## src/rtl/pac_gen_if.sv

```systemverilog
// Control and word-stream bundle for pac_gen: register-side controls in,
// framed 32-bit words with sof/eof strobes and run status out.
interface pac_gen_if;
    logic        i_enable;
    logic [31:0] i_frame_cnt_max;
    logic        i_ready;
    logic        i_err_inject;
    logic [31:0] o_pac_gen_data;
    logic        o_pac_gen_data_valid;
    logic        o_pac_gen_sof;
    logic        o_pac_gen_eof;
    logic [31:0] o_frame_num;
    logic        o_busy;
    logic        o_done;

    modport master (
        input  i_enable, i_frame_cnt_max, i_ready, i_err_inject,
        output o_pac_gen_data, o_pac_gen_data_valid, o_pac_gen_sof, o_pac_gen_eof,
        output o_frame_num, o_busy, o_done
    );

    modport slave (
        output i_enable, i_frame_cnt_max, i_ready, i_err_inject,
        input  o_pac_gen_data, o_pac_gen_data_valid, o_pac_gen_sof, o_pac_gen_eof,
        input  o_frame_num, o_busy, o_done
    );
endinterface

```

## src/rtl/pac_gen.sv

```systemverilog
// Test-pattern frame generator: frames of words 0..FRAME_LEN_VAL-1 separated by GAP_LEN idle cycles.
// Optional single-word bit-0 corruption is built only when PAC_GEN_ERR_INJECT_EN is defined.
module pac_gen #(
    parameter int FRAME_LEN_VAL = 40,
    parameter int GAP_LEN       = 8
) (
    input  logic      i_pac_gen_clk,
    input  logic      i_rst,
    pac_gen_if.master bus
);
    typedef enum logic [1:0] {
        P_IDLE = 2'd0,
        P_DATA = 2'd1,
        P_GAP  = 2'd2,
        P_DONE = 2'd3
    } state_t;

    localparam logic [31:0] LAST_IDX = 32'(FRAME_LEN_VAL - 1);
    localparam logic [31:0] GAP_END  = (GAP_LEN > 0) ? 32'(GAP_LEN - 1) : 32'd0;

    state_t      state, state_n;
    logic [31:0] idx, idx_n;
    logic [31:0] gap_cnt, gap_cnt_n;
    logic [31:0] run_cnt, run_cnt_n;
    logic [31:0] cnt_max, cnt_max_n;
    logic [31:0] frame_num, frame_num_n;
    logic        valid, valid_n;
    logic        load;
    logic        xfer;
    logic        flip_n;
    logic [31:0] data_q;
    logic        sof_q, eof_q, busy_q, done_q;

    assign xfer = valid && bus.i_ready;

    // load marks a cycle where a new word is placed on the output registers
    always_comb begin
        state_n     = state;
        idx_n       = idx;
        gap_cnt_n   = gap_cnt;
        run_cnt_n   = run_cnt;
        cnt_max_n   = cnt_max;
        frame_num_n = frame_num;
        valid_n     = valid;
        load        = 1'b0;
        case (state)
            P_IDLE: begin
                if (bus.i_enable) begin
                    state_n   = P_DATA;
                    cnt_max_n = bus.i_frame_cnt_max;
                    run_cnt_n = 32'd0;
                    idx_n     = 32'd0;
                    valid_n   = 1'b1;
                    load      = 1'b1;
                end
            end
            P_DATA: begin
                if (xfer) begin
                    if (idx == LAST_IDX) begin
                        frame_num_n = frame_num + 32'd1;
                        run_cnt_n   = run_cnt + 32'd1;
                        valid_n     = 1'b0;
                        if (cnt_max != 32'd0 && run_cnt_n == cnt_max) begin
                            state_n = P_DONE;
                        end else if (!bus.i_enable) begin
                            state_n = P_IDLE;
                        end else if (GAP_LEN == 0) begin
                            idx_n   = 32'd0;
                            valid_n = 1'b1;
                            load    = 1'b1;
                        end else begin
                            state_n   = P_GAP;
                            gap_cnt_n = 32'd0;
                        end
                    end else begin
                        idx_n = idx + 32'd1;
                        load  = 1'b1;
                    end
                end
            end
            P_GAP: begin
                if (gap_cnt == GAP_END) begin
                    if (bus.i_enable) begin
                        state_n = P_DATA;
                        idx_n   = 32'd0;
                        valid_n = 1'b1;
                        load    = 1'b1;
                    end else begin
                        state_n = P_IDLE;
                    end
                end else begin
                    gap_cnt_n = gap_cnt + 32'd1;
                end
            end
            P_DONE: begin
                if (!bus.i_enable) state_n = P_IDLE;
            end
            default: state_n = P_IDLE;
        endcase
    end

`ifdef PAC_GEN_ERR_INJECT_EN
    // arm waits for the next freshly loaded word; flip stays set until that word transfers
    logic arm, arm_n, flip;

    always_comb begin
        arm_n  = arm;
        flip_n = flip;
        if (bus.i_err_inject && !arm && !flip) arm_n = 1'b1;
        if (xfer) flip_n = 1'b0;
        if (load && arm_n) begin
            flip_n = 1'b1;
            arm_n  = 1'b0;
        end
    end

    always_ff @(posedge i_pac_gen_clk) begin
        if (i_rst) begin
            arm  <= 1'b0;
            flip <= 1'b0;
        end else begin
            arm  <= arm_n;
            flip <= flip_n;
        end
    end
`else
    logic unused_err_inject;
    assign unused_err_inject = bus.i_err_inject;
    assign flip_n = 1'b0;
`endif

    always_ff @(posedge i_pac_gen_clk) begin
        if (i_rst) begin
            state     <= P_IDLE;
            idx       <= 32'd0;
            gap_cnt   <= 32'd0;
            run_cnt   <= 32'd0;
            cnt_max   <= 32'd0;
            frame_num <= 32'd0;
            valid     <= 1'b0;
            data_q    <= 32'd0;
            sof_q     <= 1'b0;
            eof_q     <= 1'b0;
            busy_q    <= 1'b0;
            done_q    <= 1'b0;
        end else begin
            state     <= state_n;
            idx       <= idx_n;
            gap_cnt   <= gap_cnt_n;
            run_cnt   <= run_cnt_n;
            cnt_max   <= cnt_max_n;
            frame_num <= frame_num_n;
            valid     <= valid_n;
            data_q    <= {idx_n[31:1], idx_n[0] ^ flip_n};
            sof_q     <= valid_n && (idx_n == 32'd0);
            eof_q     <= valid_n && (idx_n == LAST_IDX);
            busy_q    <= (state_n == P_DATA) || (state_n == P_GAP);
            done_q    <= (state_n == P_DONE);
        end
    end

    assign bus.o_pac_gen_data       = data_q;
    assign bus.o_pac_gen_data_valid = valid;
    assign bus.o_pac_gen_sof        = sof_q;
    assign bus.o_pac_gen_eof        = eof_q;
    assign bus.o_frame_num          = frame_num;
    assign bus.o_busy               = busy_q;
    assign bus.o_done               = done_q;
endmodule

```

## src/flat_wrapper.sv

```systemverilog
// flat-port wrapper written by rule: the top's interface ports become plain ports
module pac_gen_flat 
#(
    parameter int FRAME_LEN_VAL = 40,
    parameter int GAP_LEN       = 8
)
  (i_pac_gen_clk, i_rst, bus_i_enable, bus_i_frame_cnt_max, bus_i_ready, bus_i_err_inject, bus_o_pac_gen_data, bus_o_pac_gen_data_valid, bus_o_pac_gen_sof, bus_o_pac_gen_eof, bus_o_frame_num, bus_o_busy, bus_o_done);
  pac_gen_if bus_i ();
  input  logic i_pac_gen_clk;
  input  logic i_rst;
  input wire logic [$bits(bus_i.i_enable)-1:0] bus_i_enable;
  input wire logic [$bits(bus_i.i_frame_cnt_max)-1:0] bus_i_frame_cnt_max;
  input wire logic [$bits(bus_i.i_ready)-1:0] bus_i_ready;
  input wire logic [$bits(bus_i.i_err_inject)-1:0] bus_i_err_inject;
  output wire logic [$bits(bus_i.o_pac_gen_data)-1:0] bus_o_pac_gen_data;
  output wire logic [$bits(bus_i.o_pac_gen_data_valid)-1:0] bus_o_pac_gen_data_valid;
  output wire logic [$bits(bus_i.o_pac_gen_sof)-1:0] bus_o_pac_gen_sof;
  output wire logic [$bits(bus_i.o_pac_gen_eof)-1:0] bus_o_pac_gen_eof;
  output wire logic [$bits(bus_i.o_frame_num)-1:0] bus_o_frame_num;
  output wire logic [$bits(bus_i.o_busy)-1:0] bus_o_busy;
  output wire logic [$bits(bus_i.o_done)-1:0] bus_o_done;
  assign bus_i.i_enable = bus_i_enable;
  assign bus_i.i_frame_cnt_max = bus_i_frame_cnt_max;
  assign bus_i.i_ready = bus_i_ready;
  assign bus_i.i_err_inject = bus_i_err_inject;
  assign bus_o_pac_gen_data = bus_i.o_pac_gen_data;
  assign bus_o_pac_gen_data_valid = bus_i.o_pac_gen_data_valid;
  assign bus_o_pac_gen_sof = bus_i.o_pac_gen_sof;
  assign bus_o_pac_gen_eof = bus_i.o_pac_gen_eof;
  assign bus_o_frame_num = bus_i.o_frame_num;
  assign bus_o_busy = bus_i.o_busy;
  assign bus_o_done = bus_i.o_done;
  pac_gen #(.FRAME_LEN_VAL(FRAME_LEN_VAL), .GAP_LEN(GAP_LEN)) u_core (.i_pac_gen_clk(i_pac_gen_clk), .i_rst(i_rst), .bus(bus_i));
endmodule
```

## config.mk

```make
export PLATFORM = sky130hd
export DESIGN_NAME = pac_gen_flat
export DESIGN_NICKNAME = d
export VERILOG_FILES = /design/src/rtl/pac_gen_if.sv /design/src/rtl/pac_gen.sv /design/src/flat_wrapper.sv
export SDC_FILE = /design/constraint.sdc
export NUM_CORES = 1
export LEC_CHECK = 0
export CORE_ASPECT_RATIO = 0.75
export CORE_MARGIN = 5
export CORE_UTILIZATION = 55
export CTS_CLUSTER_SIZE = 10
export DETAILED_ROUTE_END_ITERATION = 16
export HOLD_SLACK_MARGIN = 0.06
export PLACE_DENSITY = 0.87
export SETUP_SLACK_MARGIN = 0.02
export SLEW_MARGIN = 20
export SYNTH_ARGS = -nofsm -noshare
export SYNTH_HDL_FRONTEND = slang
export SYNTH_SLANG_ARGS = --single-unit
```

## constraint.sdc

```tcl
create_clock -name i_pac_gen_clk -period 9.6 [get_ports i_pac_gen_clk]
set_input_delay 1.92 -clock i_pac_gen_clk [delete_from_list [all_inputs] [get_ports i_pac_gen_clk]]
set_output_delay 1.92 -clock i_pac_gen_clk [all_outputs]
set_load 0.02 [all_outputs]
```

======== After elaboration in Yosys (flattened, before gate mapping) ========
Cells that the tools add are included.
word-level totals
  flip-flop bits (word level) ............. 167
  output and inout port bits .............. 69
  word-level logic and storage cells ...... 73
cells by class
  add/subtract/negate cells ............... 4
  eq/ne operators ......................... 16
  multiplexer cells ....................... 28
  reduce and logical (&&, ||, !) cells .... 14
operator list
  operator                 number
  $mux W32                 11
  $add A32 B1 Y32 const B  4
  $pmux W32 S2             2
  $pmux W32 S3             1
  $eq A32 B6 Y1 const B    2
  $eq A32 B3 Y1 const B    1
  $eq A32 B32 Y1           1
  $logic_not A32 Y1        1
  $reduce_bool A32 Y1      1
  $mux W2                  7
  $eq A2 B2 Y1 const B     4
  $ne A2 B2 Y1 const B     4
  $pmux W2 S4              1
  $reduce_and A6 Y1        1
  $mux W1                  5
  $eq A2 B1 Y1 const B     2
  $logic_and A1 B1 Y1      4
  $ne A2 B1 Y1 const B     2
  $reduce_and A4 Y1        1
  $reduce_bool A2 Y1       2
  $pmux W1 S3              1
  $reduce_and A3 Y1        1
  $logic_not A2 Y1         1
  $reduce_and A2 Y1        1
  $logic_or A1 B1 Y1       1

======== Logic depth before layout (Yosys ltp) ========
  depth in word-level cells ............... 9
  depth in mapped cells ................... 13
  gate-level depth less buffers ........... 11

======== Worst setup path after synthesis ========
No wires, ideal clock.
  path type ............................... input-to-reg
  from .................................... input bus_i_ready
  to ...................................... register u_core.frame_num[29], in the netlist u_core.bus.o_frame_num[29]
  arrival ................................. 4.026 ns
  setup slack ............................. 5.503 ns
  stages .................................. 10
  buffers on the path ..................... 1
  cell sequence ........................... and2_1 nand2_1 nor4_1 nand4_1 or2_2 clkbuf_1 nor2_1 nand2_1 or3_1 a21oi_1
on the way
  word-level cells in the longest chain between the ends .. 2
ends and longest elaborated chain
  element                             line                source
  start, declared                     flat_wrapper.sv:13  input wire logic [$bits(bus_i.i_ready)-1:0] bus_i_ready;
  $logic_and A1 B1 Y1                 pac_gen.sv:34       assign xfer = valid && bus.i_ready;
  $reduce_and A3 Y1 (no source line)  -
  end signal, assigned                pac_gen.sv:152      frame_num <= frame_num_n;
  end, declared                       pac_gen.sv:26       logic [31:0] frame_num, frame_num_n;
No other way between the ends.
A chain may end at the register's enable or synchronous reset.

======== Worst setup path in the final report ========
  from .................................... input bus_i_ready
  to ...................................... register u_core.frame_num[28], in the netlist u_core.bus.o_frame_num[28]
The elaborated chain is that of the path after synthesis.

==> summary.md <==
| Metric | Value |
|---|---|
| Cell Int Power | `1.12 mW` |
| Synth Warn # | `0` |
| Reg power frac | `48.3%` |
| Complex-gate fraction of the synthesized area | `16.2%` |
| P&R area growth vs syn | `17.8%` |
| Relative slew slack | `35.4%` |
| Adder-cell area share of the yosys netlist | `0.670%` |
| Tmin final | `4.87 ns` |
| Crit-path max FO | `10` |
| XOR/XNOR Fraction of Synth Area | `7.70%` |
| Inserted Diodes | `0` |
| Post-CTS Hold Fix Bufs | `0` |
| Pins Over Slew Limit | `0` |
| Final hold vios | `0` |
| Post-synthesis mux area share | `2.61%` |
| Starting Density | `55.8%` |
| Mean post-synth cell area | `7.64 um2` |
| Largest net degree at the start of global routing | `91` |
| GRT Resource Usage Total | `26.0%` |
| CP max-delay cell | `nor4_1` |
| Hold Path Origin | `u_core.cnt_max[14]` |
| CTS tree | `built` |
| FILL cells | `1,432` |
| Met3 Usage GRT | `6.95%` |
| Die area | `0.0197 mm2` |
| Post-synth cell types | `67` |
| Endpoints failing setup | `0` |
| Leak | `3.76 nW` |
| Detailed Route Iter0 Violations | `1,008` |
| Fin Hold WS | `0.487 ns` |
| Mapped cell area | `0.00933 mm2` |
| Met2 GRT Util | `39.4%` |
| Vias in the first global route | `8,492` |
| Seq cells post-synth | `167` |
| Slowest Stage Delay on Critical Path | `0.85 ns` |
| Post-layout nets | `1,320` |
| Clock Tree Buf Depth | `2` |
| DRC | `0` |
| PostCTS Resize Cnt | `0` |
| Worst vdd ir | `105 uV` |
| Die height | `123 um` |
| Synth Flop Type | `dfxtp_1` |
| Req. time, crit path | `9.89 ns` |
| Number of port buffers | `104` |
| Clock transition at path regs | `0.06 ns` |
| Worst reg-to-reg setup slack | `5.43 ns` |
| Comb pwr share | `7.5%` |
| Synth cell count leaders | `dfxtp_1, nand2_1, nor2_1` |
| I/O Pins | `106` |
| Syn_nets | `1,263` |
| Worst Path Arrival | `5.16 ns` |
| WL per Instance | `17.4 um` |
| Tcrit/Tclk final | `50.8%` |
| Switching Share | `24.2%` |
| Largest family of logic cells by synthesized area | `simple AND/OR/NAND/NOR gates` |
| Clock root buffer master | `clkbuf_16` |
| EDFF count, synth | `0` |
| Setup Buffers After CTS | `0` |
| Fin Clk Skew | `0.0102 ns` |
| Dpl hpwl | `18,200 um` |
| Rows | `41` |
| H-tree levels | `4` |
| GR met1 Demand/Resource | `36.5%` |
| Worst Setup Path Type | `in -> reg` |
| Sequential cell area fraction in the yosys report | `35.8%` |
| Die Width | `160 um` |
| Layout cells sized above 1 | `4.65%` |
| Worst hold stages | `2` |
| CP startpoint kind | `primary input` |
| Core ar. | `0.0167 mm2` |
| GRT Max-Usage Layer | `met2` |
| Worst reg2reg endpoint | `u_core.gap_cnt[31]` |
| Antenna violations before repair | `0` |
| Cells along the critical path | `clkdlybuf4s50_1 -> and2_1 -> nand2_1 -> nor4_1 -> nand3_1 -> nor4_1 -> nand3_1 -> xor2_1 -> nor2_1` |
| Critical path endpoint category | `flop` |
| Unrepaired setup endpoints after global routing | `no` |
| Synth top area cells | `dfxtp_1, nand2_1, a21oi_1` |
| Syn Inst Count | `1,221` |
| Area leader, netlist | `dfxtp_1` |
| Worst Hold End | `u_core.cnt_max[14]` |
| CTS sink cnt | `167` |
| Antenna Nets Post-Route | `0` |
| Async set-or-reset flop fraction in the synthesized netlist | `0%` |
| Outcome | `complete, no violations` |
| Worst Tran Pin Value | `0.959 ns` |
| Maximum clock rate | `205 MHz` |
| R2R cell count | `8` |
| Combined area of the multi-input logic cells | `0.00565 mm2` |
| Switch Pwr | `358 uW` |
| GR Overflow Total | `0` |
| PD cells | `135 mW/mm2` |
| Max Cap Violations | `0` |
| Tightest Hold Check Type | `reg -> reg` |
| Final WL | `26,200 um` |
| DRT Pass-1 Iters | `5` |
| Clk pwr share | `44.2%` |
| Via count | `9,584` |
| Seq. cell area | `0.00334 mm2` |
| Clock Latency Late Sink | `0.44 ns` |
| Vias per inst | `6.36` |
| First-pass GRT wire length | `42,400 um` |
| Final setup TNS | `0 ns` |
| Top-count cell post-synth | `dfxtp_1` |
| Reg-to-reg startpoint | `u_core.run_cnt[2]` |
| Simple logic cell fraction of the synthesized area | `33.1%` |
| Share of the synthesized area in the top cell type | `35.8%` |
| Num CTS Buffers | `17` |
| Placer Congestion | `0.963` |
==> cell type report <==
type | instances | share of cell area (%)
tap | 215 | 2.45
timing repair buffer | 114 | 10.1
clock inverter | 8 | 0.660
clock buffer | 24 | 4.38
sequential | 167 | 30.4
inverter | 16 | 0.546
multi-input combinational | 962 | 51.4
==> critical path: cells and delay by family <==
family,cells,cell delay [ns]
xor+xnor,1,0.17
simple gates,7,2.53
buf+inv,1,0.53
==> per-stage QoR <==
stage | util [%] | setup slack, ns | power [mW] | instance area [um2] | instances
global route | 65.7 | 4.41 | 1.52 | 11000 | 1506
finish | 65.7 | 4.73 | 1.48 | 11000 | 1506
CTS | 65.7 | 4.77 | 1.48 | 11000 | 1506
global placement | 62.4 | 4.40 | 0.835 | 10400 | 1474
detailed placement | 62.4 | 4.31 | 0.838 | 10400 | 1474
floorplan | - | 5.50 | 0.796 | 9330 | 1221
==> power by group through the flow <==
| stage | Sequential, mW | Combinational, mW | Clock [mW] |
|---|---|---|---|
| 6_report | 0.715 | 0.111 | 0.655 |
| 5_1_grt | 0.716 | 0.121 | 0.687 |
| 4_1_cts | 0.714 | 0.109 | 0.660 |
| 3_5_place_dp | 0.730 | 0.108 | 0 |
| 3_3_place_gp | 0.729 | 0.106 | 0 |
| 2_1_floorplan | 0.726 | 0.0702 | 0 |
==> cells in the final DEF, fill, tap and decap left out, types with 5 or more instances in the layout <==
cell type / n
or4_1: 6
mux2_2: 5
dfxtp_1: 167
a211oi_1: 14
nand2_1: 157
nand3_1: 41
a31oi_1: 17
ha_1: 5
nor2_1: 125
buf_4: 11
clkbuf_16: 17
mux2_1: 14
nand2b_1: 9
nand3b_1: 6
clkdlybuf4s50_1: 103
nor3b_1: 19
xnor2_1: 35
a22oi_1: 8
o21ai_0: 47
and3_1: 24
a21oi_1: 113
nor4_1: 41
nor2b_1: 11
nand4_1: 43
inv_1: 16
and4_1: 19
xor2_1: 47
or3_1: 19
and2_1: 13
nor3_1: 48
==> per-layer routing <==
layer / share of wire, % / vias up
met5: 0 / -
met3: 11 / 48
met1: 44 / 4509
met2: 43 / 472
li1: - / 4555
met4: 1.8 / 0
==> flip-flops by register name (all words and copies together) (netlist names), 2 cells and up <==
register	cells
u_core.gap_cnt	32
u_core.state	2
u_core.run_cnt	32
u_core.bus.o_frame_num	32
u_core.cnt_max	32
u_core.idx	32
==> how the worst max path moves through the flow <==
stage                                       to  cells after the start  slack [ns]         from
detailed placement  u_core.bus.o_frame_num[30]                      9        4.31  bus_i_ready
floorplan           u_core.bus.o_frame_num[29]                     10        5.50  bus_i_ready
global placement    u_core.bus.o_frame_num[24]                      9        4.40  bus_i_ready
finish              u_core.bus.o_frame_num[28]                      9        4.73  bus_i_ready
CTS                 u_core.bus.o_frame_num[28]                      9        4.77  bus_i_ready
global route        u_core.bus.o_frame_num[24]                      9        4.41  bus_i_ready
==> cell families (layout without fill, tap and decap cells) <==
logic type,Yosys count,count (layout)
AO/OA/AOI/OAI,251,251
XOR/XNOR,82,82
adder cells (fa/ha/maj),5,5
buffers and inverters,92,162
flip-flops,167,167
multiplexers,22,22
AND/OR/NAND/NOR,602,602
(Power assumes the default switching activity.)
